<file path="src/rtl/reg_ctrl_pkg.sv">
// Shared definitions for the 16-bit FunSel register driver:
// FunSel codes, op codes, FSM states and the per-op E-cycle count.
package reg_ctrl_pkg;

  localparam int unsigned COUNT_W_DEF = 8;

  typedef enum logic [2:0] {
    FS_DEC      = 3'b000,
    FS_INC      = 3'b001,
    FS_LOAD     = 3'b010,
    FS_CLR      = 3'b011,
    FS_LDLO_CLR = 3'b100,
    FS_WRLO     = 3'b101,
    FS_WRHI     = 3'b110,
    FS_SEXT     = 3'b111
  } funsel_e;

  typedef enum logic [2:0] {
    OP_LOAD       = 3'd0,
    OP_LOAD_BYTES = 3'd1,
    OP_INC_N      = 3'd2,
    OP_DEC_N      = 3'd3,
    OP_CLEAR      = 3'd4,
    OP_SEXT8      = 3'd5,
    OP_LOAD_LO    = 3'd6,
    OP_READ       = 3'd7
  } op_e;

  typedef enum logic [1:0] {
    ST_IDLE  = 2'd0,
    ST_EXEC  = 2'd1,
    ST_CHECK = 2'd2,
    ST_RESP  = 2'd3
  } state_e;

  // Number of E cycles an op needs; INC_N/DEC_N with N=0 need none.
  function automatic logic [15:0] op_cycles(input op_e op, input logic [15:0] n);
    logic [15:0] k;
    k = 16'd1;
    case (op)
      OP_LOAD_BYTES:      k = 16'd2;
      OP_INC_N, OP_DEC_N: k = n;
      OP_READ:            k = 16'd0;
      default:            k = 16'd1;
    endcase
    return k;
  endfunction

endpackage

</file>
<file path="src/rtl/reg_expect_calc.sv">
// Combinational model of the register value expected after a command,
// from the latched op, operand, repeat count and captured Q.
module reg_expect_calc
  import reg_ctrl_pkg::*;
(
  input  op_e         op_i,
  input  logic [15:0] data_i,
  input  logic [15:0] n_i,
  input  logic [15:0] qcap_i,
  output logic [15:0] exp_o
);

  always_comb begin
    exp_o = qcap_i;
    case (op_i)
      OP_LOAD:       exp_o = data_i;
      OP_LOAD_BYTES: exp_o = data_i;
      OP_INC_N:      exp_o = qcap_i + n_i;
      OP_DEC_N:      exp_o = qcap_i - n_i;
      OP_CLEAR:      exp_o = '0;
      OP_SEXT8:      exp_o = {{8{data_i[7]}}, data_i[7:0]};
      OP_LOAD_LO:    exp_o = {qcap_i[15:8], data_i[7:0]};
      OP_READ:       exp_o = qcap_i;
      default:       exp_o = qcap_i;
    endcase
  end

endmodule

</file>
<file path="src/rtl/reg_funsel_driver.sv">
// Initiator for the FunSel/E/I/Q register interface: runs one command per
// handshake, reads Q back after the last write and reports it with a check flag.
module reg_funsel_driver
  import reg_ctrl_pkg::*;
#(
  parameter int unsigned COUNT_W  = COUNT_W_DEF,
  parameter bit          CHECK_EN = 1'b1
) (
  input  logic               Clock,
  input  logic               Reset,
  input  logic               CmdValid,
  output logic               CmdReady,
  input  logic [2:0]         CmdOp,
  input  logic [15:0]        CmdData,
  input  logic [COUNT_W-1:0] CmdCount,
  output logic [2:0]         FunSel,
  output logic               E,
  output logic [15:0]        I,
  input  logic [15:0]        Q,
  output logic               RspValid,
  input  logic               RspReady,
  output logic [15:0]        RspData,
  output logic               RspErr
);

  state_e      state_q, state_d;
  op_e         op_q;
  logic [15:0] data_q, n_q, qcap_q, left_q;
  logic [15:0] rsp_data_q;
  logic        rsp_err_q;
  logic [15:0] n_cmd, k_cmd, exp_w;
  logic        accept;
  funsel_e     fs;

  assign n_cmd  = 16'(CmdCount);
  assign k_cmd  = op_cycles(op_e'(CmdOp), n_cmd);
  assign accept = (state_q == ST_IDLE) && CmdValid;

  reg_expect_calc u_expect (
    .op_i   (op_q),
    .data_i (data_q),
    .n_i    (n_q),
    .qcap_i (qcap_q),
    .exp_o  (exp_w)
  );

  always_ff @(posedge Clock or negedge Reset) begin
    if (!Reset) state_q <= ST_IDLE;
    else        state_q <= state_d;
  end

  always_comb begin
    state_d = state_q;
    case (state_q)
      ST_IDLE:  if (CmdValid) state_d = (k_cmd == 16'd0) ? ST_CHECK : ST_EXEC;
      ST_EXEC:  if (left_q == 16'd1) state_d = ST_CHECK;
      ST_CHECK: state_d = ST_RESP;
      ST_RESP:  if (RspReady) state_d = ST_IDLE;
      default:  state_d = ST_IDLE;
    endcase
  end

  always_ff @(posedge Clock or negedge Reset) begin
    if (!Reset) begin
      op_q       <= OP_LOAD;
      data_q     <= '0;
      n_q        <= '0;
      qcap_q     <= '0;
      left_q     <= '0;
      rsp_data_q <= '0;
      rsp_err_q  <= 1'b0;
    end else begin
      if (accept) begin
        op_q   <= op_e'(CmdOp);
        data_q <= CmdData;
        n_q    <= n_cmd;
        qcap_q <= Q;
        left_q <= k_cmd;
      end
      if (state_q == ST_EXEC) left_q <= left_q - 16'd1;
      if (state_q == ST_CHECK) begin
        rsp_data_q <= Q;
        rsp_err_q  <= CHECK_EN && (Q != exp_w);
      end
    end
  end

  // Register-side outputs depend only on registered state, never on Cmd* inputs.
  always_comb begin
    fs = FS_DEC;
    E  = 1'b0;
    I  = '0;
    if (state_q == ST_EXEC) begin
      E = 1'b1;
      case (op_q)
        OP_LOAD: begin
          fs = FS_LOAD;
          I  = data_q;
        end
        OP_LOAD_BYTES: begin
          if (left_q == 16'd2) begin
            fs = FS_LDLO_CLR;
            I  = {8'h00, data_q[7:0]};
          end else begin
            fs = FS_WRHI;
            I  = {8'h00, data_q[15:8]};
          end
        end
        OP_INC_N:   fs = FS_INC;
        OP_DEC_N:   fs = FS_DEC;
        OP_CLEAR:   fs = FS_CLR;
        OP_SEXT8: begin
          fs = FS_SEXT;
          I  = {8'h00, data_q[7:0]};
        end
        OP_LOAD_LO: begin
          fs = FS_WRLO;
          I  = {8'h00, data_q[7:0]};
        end
        default: begin
          fs = FS_DEC;
          E  = 1'b0;
        end
      endcase
    end
  end

  assign FunSel   = fs;
  assign CmdReady = (state_q == ST_IDLE);
  assign RspValid = (state_q == ST_RESP);
  assign RspData  = rsp_data_q;
  assign RspErr   = rsp_err_q;

endmodule

</file>
<file path="config.mk">
export PLATFORM = sky130hd
export DESIGN_NAME = reg_funsel_driver
export DESIGN_NICKNAME = d
export VERILOG_FILES = /design/src/rtl/reg_ctrl_pkg.sv /design/src/rtl/reg_expect_calc.sv /design/src/rtl/reg_funsel_driver.sv
export SDC_FILE = /design/constraint.sdc
export NUM_CORES = 1
export LEC_CHECK = 0
export CAP_MARGIN = 10
export CORE_MARGIN = 1
export CORE_UTILIZATION = 55
export DETAILED_ROUTE_END_ITERATION = 10
export GPL_TIMING_DRIVEN = 0
export HOLD_SLACK_MARGIN = 0.02
export PLACE_DENSITY = 0.8
export SLEW_MARGIN = 10
export SYNTH_ARGS = -nofsm -noshare
export SYNTH_HDL_FRONTEND = slang
export SYNTH_SLANG_ARGS = --single-unit
</file>
<file path="constraint.sdc">
create_clock -name Clock -period 5.4 [get_ports Clock]
set_clock_uncertainty 0.05 [all_clocks]
set_input_delay 1.08 -clock Clock [delete_from_list [all_inputs] [get_ports Clock]]
set_output_delay 1.08 -clock Clock [all_outputs]
set_load 0.05 [all_outputs]
</file>
==> metrics <==
status completed; Max Slew Vio Count 0; commonest non-fill, non-tap cell in the layout clkdlybuf4s50_1; worst r2r src op_q[1]; min Tclk post-route 4930 ps; pin count of the biggest net entering global routing 46; Yosys top cell area share 36.8%; most used cells in the layout excluding fill and tap cells clkdlybuf4s50_1, dfrtp_1, mux2_2, nor2_1, nand2_1; Hold Startpoint left_q[11]; Ys Warns 0; endpoints failing hold 0; Hold Path End left_q[11]; global-route wire length before repair 24,600 microns; vias per cell 6.05; Post-CTS Setup Inserts 0; layout cells sized above 1 14.4%; Post-Synth Simple-Gate Area 15.8%; clock tree buffer depth 2; DRC Markers 0; mux share of post-synthesis cell area 15.2%; r2r endpoint RspErr; Syn Area/Cell 9.75 sq um; total global routing overflow 0; post-route ant nets 0; Hold Path Stages 1; XOR/XNOR share of the synthesized area 6.27%; Clock power frac 10.0%; core area 0.00928 sq mm; DP HPWL 11,700 microns; nets 714; WL/cell 19.8 microns; Seq cells post-synth 78; GRT Total Usage 32.4%; Worst path top cell family by delay compound AO/OA/AOI/OAI gates; Skew-Pair Late Insertion Delay 360 ps; endpoint class of the critical path register; Max VDD drop 0.000431 V; total power 5.08 mW; NetSw 2.53 mW; Mapped Cells 544; leakage power 2.74 nW; area leader, netlist dfrtp_1; Buf+Inv Stages, Crit Path 3; vias 4,684; relative slew slack 35.3%; Worst EP arrival 5130 ps; total CTS buffers 9; CP max FO 10; clk slew on worst S/H paths 100 ps; Die Ht 100 microns; Tightest Pin Transition 960 ps; FMAX 203 MHz; most area-consuming cells after synthesis dfrtp_1, mux2_2, ha_1; share of power burned in registers 23.2%; vias in the first global route 4,763; Compound-Gate Fraction of Synth Area 16.1%; internal power 2.55 mW; crit-path max cell delay 440 ps; port bufs 84; FF-to-FF path depth 16; Routability Congestion 1.06; Syn Nets 618; routed wire length 15,300 microns; crit path kind register to register; initial antenna violation count 0; CP Cell Sequence clkbuf_8, clkbuf_1, clkbuf_1, nand3b_1, o31ai_1, xor2_1, ha_1, and3_2, a221oi_4, nand3_1, a21boi_0, mux2i_1, mux2i_1, o41ai_1, nor4_1, a31oi_1; setup TNS 0 ps; Pre-Repair DR Iteration Count 5; Initial Util 57.2%; Antenna Cells 0; Sw Share 49.7%; die area 0.0100 sq mm; fin crit share 91.2%; PD cells 775 mW/mm^2; main combinational cell family by area after synthesis compound AO/OA/AOI/OAI gates; io pins 86; Worst R2R Setup Slack 470 ps; H-Tree Level Count 3; area grow syn2layout 23.5%; unrepaired setup endpoints after global routing false; Final Core Density 70.6%; Post-synth EDFFs 0; Yosys cell types 60; Async SR Flop Fraction 100%; CTS sink cnt 78; Post-Synth Adder-Cell Area 6.51%; crit path max-delay cell type dfrtp_1; # setup viols final 0; die width 100 microns; Main synth FF type dfrtp_1; CTS root buf clkbuf_8; Post-CTS Resized 0; Critical Path Start Type register; hold_buf cts 0; synthesized area 0.00531 sq mm; DR iter-0 viols 301; CTS tree yes; max-cap viol count 0; Worst EP required 5610 ps; Seq/Total Area, Yosys 36.8%; Gate power share 66.8%; Tightest Hold Check Type register to register; # rows 35
[layer usage]
layer  vias to the layer above  track usage [%]  part of all wire, %
met5                         -                0                    0
met1                      2292             40.6                   43
li1                       2198                -                    -
met4                         0             11.0                  2.4
met2                       164             56.9                   50
met3                        30             4.81                  4.7
[power groups by stage]
| stage | logic [mW] | clock network [mW] | registers [mW] |
|---|---|---|---|
| final | 3.40 | 0.508 | 1.18 |
| after global routing | 3.68 | 0.536 | 1.20 |
| after CTS | 3.36 | 0.514 | 1.17 |
| after detailed placement | 3.34 | 0 | 1.17 |
| after global placement | 3.25 | 0 | 1.17 |
| after floorplan | 2.34 | 0 | 1.28 |
[cell usage after synthesis, types with 7 or more instances]
library cell / instances
a21o_1: 7
a21oi_1: 37
a221oi_1: 10
a22oi_1: 9
a31oi_1: 10
and2_1: 8
clkbuf_1: 16
dfrtp_1: 78
ha_1: 26
inv_1: 12
mux2_2: 59
mux2i_1: 14
nand2_1: 42
nand2b_1: 7
nand3_1: 11
nor2_1: 46
nor3_1: 12
nor4_1: 7
o21ai_0: 19
xnor2_1: 25
xor2_1: 13
[logic make-up (layout without fill, tap and decap cells)]
kind of cell | after synthesis | after routing
compound gates | 125 | 125
mux | 73 | 73
fa+ha+maj | 27 | 27
simple gates | 167 | 167
buf+inv | 36 | 137
xor+xnor | 38 | 38
flops | 78 | 78
[worst register-to-register path: stages (launching register included)]
cell and delay, ps:
dfrtp_1 440, clkbuf_8 200, clkbuf_1 370, clkbuf_1 420, nand3b_1 370, o31ai_1 200, xor2_1 240, ha_1 310
and3_2 210, a221oi_4 340, nand3_1 150, a21boi_0 310, mux2i_1 330, mux2i_1 310, o41ai_1 110, nor4_1 330
a31oi_1 120
[worst max path at each step]
stage               from          to  slack [ps]  cells after the start
2_1_floorplan    op_q[1]      RspErr        1600                     15
3_3_place_gp       Reset  left_q[11]         540                      1
3_5_place_dp     op_q[1]      RspErr         630                     16
4_1_cts        left_q[9]        I[7]         550                     10
5_1_grt          op_q[1]      RspErr         220                     16
6_report         op_q[1]      RspErr         470                     16
[stage by stage]
step | instance area, sq um | hold WS [ps] | setup slack, ps | std cells
after floorplan | 5310 | 398 | 1600 | 544
after global placement | 6310 | 420 | 541 | 757
after detailed placement | 6330 | 422 | 634 | 758
after CTS | 6560 | 438 | 554 | 774
after global routing | 6560 | 463 | 216 | 774
final | 6560 | 440 | 474 | 774
[registers in the layout, indices dropped and copies added (netlist names)]
register	count
RspData	16
op_q	3
qcap_q	16
n_q	8
RspErr	1
data_q	16
state_q	2
left_q	16
[final cells by class]
| type | instances | area (sq um) |
|---|---|---|
| multi-input combinational | 430 | 3180 |
| fill | 757 | 2730 |
| sequential | 78 | 1950 |
| timing repair buffer | 85 | 866 |
| tap | 129 | 161 |
| clock buffer | 10 | 128 |
| buffer | 23 | 126 |
| clock inverter | 6 | 93.8 |
| inverter | 13 | 48.8 |
(Power assumes the default switching activity.)
